<file path="config.mk">
export PLATFORM = sky130hd
export DESIGN_NAME = updown_counter_param
export DESIGN_NICKNAME = d
export VERILOG_FILES = /design/src/rtl/updown_counter_param_pkg.sv /design/src/rtl/updown_counter_param_next.sv /design/src/rtl/updown_counter_param.sv
export SDC_FILE = /design/constraint.sdc
export NUM_CORES = 1
export LEC_CHECK = 0
export BUFFER_PORTS_ARGS = -buffer_cell sky130_fd_sc_hd__buf_2
export CORE_AREA = 2 2 39 41
export DETAILED_ROUTE_END_ITERATION = 10
export DIE_AREA = 0 0 41 43
export GPL_TIMING_DRIVEN = 0
export SLEW_MARGIN = 5
export SYNTH_ARGS = -nofsm -noshare
export SYNTH_HDL_FRONTEND = slang
export SYNTH_SLANG_ARGS = --single-unit
</file>
<file path="constraint.sdc">
create_clock -name clk -period 1.1 [get_ports clk]
set_input_delay 0.11 -clock clk [delete_from_list [all_inputs] [get_ports clk]]
set_output_delay 0.11 -clock clk [all_outputs]
set_load 0.005 [all_outputs]
</file>
<file path="src/rtl/updown_counter_param_pkg.sv">
// Shared constants and helpers for the parametrised up/down counter.
package updown_counter_param_pkg;

  localparam logic DIR_UP   = 1'b0;
  localparam logic DIR_DOWN = 1'b1;

  localparam int MODE_WRAP = 0;
  localparam int MODE_SAT  = 1;

  function automatic int clog2(input longint value);
    int     bits;
    longint v;
    bits = 0;
    v    = value - 1;
    while (v > 0) begin
      bits = bits + 1;
      v    = v >> 1;
    end
    return bits;
  endfunction

endpackage

</file>
<file path="src/rtl/updown_counter_param_next.sv">
// Combinational next-count and boundary detection for the up/down counter.
module updown_next
  import updown_counter_param_pkg::*;
#(
  parameter int     WIDTH    = 3,
  parameter longint MODULUS  = 8,
  parameter int     SATURATE = MODE_WRAP
) (
  input  logic [WIDTH-1:0] q,
  input  logic             m,
  input  logic             en,
  input  logic             load,
  input  logic [WIDTH-1:0] d,
  output logic [WIDTH-1:0] q_next,
  output logic             boundary
);

  // One extra bit so MODULUS = 2**WIDTH is representable.
  localparam logic [WIDTH:0] MOD_EXT  = (WIDTH+1)'(MODULUS);
  localparam logic [WIDTH:0] LAST_EXT = (WIDTH+1)'(MODULUS - 1);
  localparam logic [WIDTH-1:0] LAST   = LAST_EXT[WIDTH-1:0];

  logic [WIDTH:0] q_ext;
  logic [WIDTH:0] d_ext;

  assign q_ext = {1'b0, q};
  assign d_ext = {1'b0, d};

  always_comb begin
    q_next   = q;
    boundary = 1'b0;
    if (load) begin
      q_next = (d_ext < MOD_EXT) ? d : LAST;
    end else if (en) begin
      if (m == DIR_UP) begin
        if (q_ext < LAST_EXT) begin
          q_next = q + WIDTH'(1);
        end else begin
          boundary = 1'b1;
          q_next   = (SATURATE == MODE_SAT) ? q : '0;
        end
      end else begin
        if (q != '0) begin
          q_next = q - WIDTH'(1);
        end else begin
          boundary = 1'b1;
          q_next   = (SATURATE == MODE_SAT) ? q : LAST;
        end
      end
    end
  end

endmodule

</file>
<file path="src/rtl/updown_counter_param.sv">
// WIDTH-bit modulo-N up/down counter with load, wrap/saturate, tc pulse and sticky ovf.
module updown_counter_param
  import updown_counter_param_pkg::*;
#(
  parameter int     WIDTH    = 3,
  parameter longint MODULUS  = 8,
  parameter int     SATURATE = MODE_WRAP
) (
  input  logic             clk,
  input  logic             clr,
  input  logic             en,
  input  logic             m,
  input  logic             load,
  input  logic [WIDTH-1:0] d,
  output logic [WIDTH-1:0] q,
  output logic             tc,
  output logic             ovf
);

  if (WIDTH < 1 || WIDTH > 32) begin : g_bad_width
    $error("updown_counter_param: WIDTH must be 1..32");
  end
  if (MODULUS < 2 || MODULUS > (longint'(1) << WIDTH)) begin : g_bad_modulus
    $error("updown_counter_param: MODULUS must be 2..2**WIDTH");
  end

  logic [WIDTH-1:0] count_q, count_d;
  logic             tc_q, tc_d;
  logic             ovf_q, ovf_d;
  logic             boundary;

  updown_next #(
    .WIDTH    (WIDTH),
    .MODULUS  (MODULUS),
    .SATURATE (SATURATE)
  ) u_next (
    .q        (count_q),
    .m        (m),
    .en       (en),
    .load     (load),
    .d        (d),
    .q_next   (count_d),
    .boundary (boundary)
  );

  // boundary is never raised on load or idle cycles, so tc clears there too.
  always_comb begin
    tc_d  = boundary;
    ovf_d = load ? 1'b0 : (ovf_q | boundary);
  end

  always_ff @(posedge clk or posedge clr) begin
    if (clr) begin
      count_q <= '0;
      tc_q    <= 1'b0;
      ovf_q   <= 1'b0;
    end else begin
      count_q <= count_d;
      tc_q    <= tc_d;
      ovf_q   <= ovf_d;
    end
  end

  assign q   = count_q;
  assign tc  = tc_q;
  assign ovf = ovf_q;

endmodule

</file>
==> run_results.csv <==
group,metric,value,unit
logic_synthesis,yosys.area.top_type_share,0.400,
logic_synthesis,yosys.area_share.adder,0.120,
routing,highest_layer,"met3",
global_routing,grt_pass1_vias,305,
setup_path,r2r_start,"q[0]",
global_routing,overflow,0,
logic_synthesis,syn_avg_cell_area,8.23,um2
placement,port_buffers,12,
floorplan,die_h,43,um
clock_network,clockRootBuffer,"clkbuf_4",
logic_synthesis,syn_area,313,um2
logic_synthesis,synth_edf_count,0,
routing,routed_via_density,4.51,
logic_synthesis,ys_ff_latch,5,
run_status,status,"finished with violations",
clock_network,htree_levels,1,
clock_network,cts.sinks,5,
floorplan,start_util,0.226,
logic_synthesis,ys_async_sr_fraction,1.00,
flow_run,max_cap_violations,0,
power,power_density,1270,nW/um2
cells_and_area,area_delta_synth_final,49.2,%
placement,place_ws,-0.216,ns
min_path,min_delay_path_depth,3,
global_routing,antenna_found_initial,0,
logic_synthesis,synth_compound_area_frac,0.168,
routing,vias,334,
run_status,violations,"setup timing",
setup_path,setup.worst_path.start_class,"flip-flop",
timing,skew,0.00496,ns
routing,met1_length,338,um
timing,max_slew_margin,0.852,
timing,finalCritPeriodShare,1.17,
clock_network,clock_latency,0.24,ns
routing,drc,0,
setup_path,rr_worst_depth,5,
setup_path,cp.arrival,1.41,ns
clock_network,cts_made_buffers,3,
floorplan,die_w,41,um
timing,drv_slew,0,
min_path,hold_path.class,"in -> reg",
logic_synthesis,ys_dominant_reg_cell,"dfrtp_1",
logic_synthesis,syn_nets,49,
floorplan,dieArea,1760,um2
timing,min_period,1.29,ns
setup_path,end_kind,"flip-flop",
logic_synthesis,yosys_warnings,0,
placement,routabilityCongestion,0.647,
routing,drt_wl_total,725,um
placement,place_hpwl,569,um
setup_path,r2r_slack,-0.19,ns
power,ir_worst_vdd,0.000494,V
timing,hold_viol_final,0,
logic_synthesis,synth_cell_types,15,
min_path,holdPathEnd,"q[0]",
logic_synthesis,yosys-top-cells-area,"dfrtp_1, ha_1, nand2_1, o21ai_0, nor2_1",
timing,timing.fmax,775,MHz
logic_synthesis,synth_cells,38,
floorplan,row_count,14,
setup_path,cp_max_fo,4,
setup_path,required,1.22,ns
cells_and_area,drive_above_1_share,0.414,
logic_synthesis,synth_mux_area_frac,0,
logic_synthesis,yosysMostFrequentCell,"nand2_1",
logic_synthesis,synth_simple_gate_area_share,0.248,
timing,tightest_slew,0.221,ns
routing,dr_wl_met3,31,um
power,leakagePower,0.000233,uW
routing,met2WireLength,355,um
routing,drt_iter0_drc,0,
timing,finalSetupViolCount,5,
clock_network,cts.reportedPaths.clkPinSlew,0.04,ns
clock_network,cts_buffer_depth,2,
routing,post_drt_wl_per_cell,9.80,um
floorplan,io_pins,13,
logic_synthesis,synth-xor-area-share,0.0280,
global_routing,grt_pass1_wl,1140,um
timing,rsz0062_at_grt,"yes",
min_path,holdCritStartpoint,"d[0]",
logic_synthesis,synth_top_family_by_area,"simple AND/OR/NAND/NOR gates",
global_routing,grt_max_degree,9,
floorplan,core,1380,um2
routing,antenna_left,0,
clock_network,cts_tree,"yes",
timing,fin_ws,-0.191,ns
logic_synthesis,ys_top_cells_by_count,"nand2_1, dfrtp_1, o21ai_0, nor2_1",
cells_and_area,diodes,0,
timing,finalSetupTns,-0.426,ns
logic_synthesis,ys_seq_area_frac,0.400,
global_routing,grt_usage,0.0969,
routing,first_pass_iters,1,
setup_path,crit_type,"reg -> reg",
cells_and_area,fin_nets,70,
logic_synthesis,synth_top_area_cell,"dfrtp_1",
setup_path,rr_endpoint,"q[2]",
## worst max path at each step
stage,to,startpoint,depth (start not counted)
6_report,q[2],q[0],5
5_1_grt,q[2],q[1],5
4_1_cts,q[2],q[0],5
3_5_place_dp,q[2],q[0],5
3_3_place_gp,q[2],q[0],5
2_1_floorplan,q[2],q[0],5
## flip-flops by register name, indices dropped and copies added (netlist names)
register  cells
q             3
tc            1
ovf           1
## critical path: stages, from the launching register on
cell	delay, ns
dfrtp_2	0.43
ha_2	0.19
nor2b_1	0.12
a21oi_1	0.13
o221ai_1	0.13
a22o_1	0.19
## cells by family (layout without fill, tap and decap cells)
| logic type | Yosys count | count (layout) |
|---|---|---|
| AOI/OAI and AO/OA | 9 | 9 |
| adders and majority gates | 3 | 3 |
| xor gates and xnor gates | 1 | 1 |
| and+or+nand+nor | 17 | 17 |
| DFF | 5 | 5 |
| buffers and inverters | 3 | 23 |
## per-layer routing
metal / global-route usage / vias up
li1: - / 167
met1: 0.114 / 157
met2: 0.144 / 10
met3: 0.0157 / 0
met4: 0.0800 / 0
met5: 0 / -
## cell usage in the layout (no fill, tap or decap)
master / instances
o21ai_2: 1
inv_1: 2
clkbuf_4: 3
dlygate4sd3_1: 1
ha_2: 2
dfrtp_1: 4
buf_4: 3
a22o_1: 1
clkbuf_1: 1
nor2_1: 4
nor2b_1: 2
nand3b_1: 1
nor3_2: 1
nand2b_1: 1
ha_1: 1
nand2_1: 7
o221ai_1: 1
xnor2_1: 1
nand3_1: 1
o21ai_0: 2
o21ai_1: 2
a21oi_1: 2
inv_2: 1
buf_2: 12
dfrtp_2: 1
## report_power, final
part | switching, uW | internal, uW | leakage [uW]
sequential | 20.0 | 201 | 0.0000622
combinational | 77.8 | 87.7 | 0.000156
clock | 69.8 | 137 | 0.0000150
## through the flow
| step | power, uW | utilization | area [um2] | hold WS, ns | cells |
|---|---|---|---|---|---|
| 5_1_grt | 637 | 0.337 | 467 | 0.109 | 74 |
| 2_1_floorplan | 304 | - | 318 | -0.111 | 38 |
| 3_3_place_gp | 354 | 0.288 | 398 | 0.0143 | 66 |
| 4_1_cts | 607 | 0.337 | 467 | 0.0821 | 74 |
| 3_5_place_dp | 359 | 0.288 | 398 | 0.0203 | 66 |
| 6_report | 594 | 0.337 | 467 | 0.0889 | 74 |
## repair_timing
item	in CTS	in global routing
gates resized for setup	6	0
setup endpoints to repair	5	5
setup buffers	3	0
hold endpoints to repair	5	0
hold buffers	1	0
## cell type report
class                   count  area [um2]
clock buffers               4        26.3
fillers                   156         917
inverters                   3        11.3
multi-input cells          30         190
flip-flops and latches      5         126
well taps                  16        20.0
repair buffers             16        92.6
No activity file was read; power rests on OpenSTA's default activity.
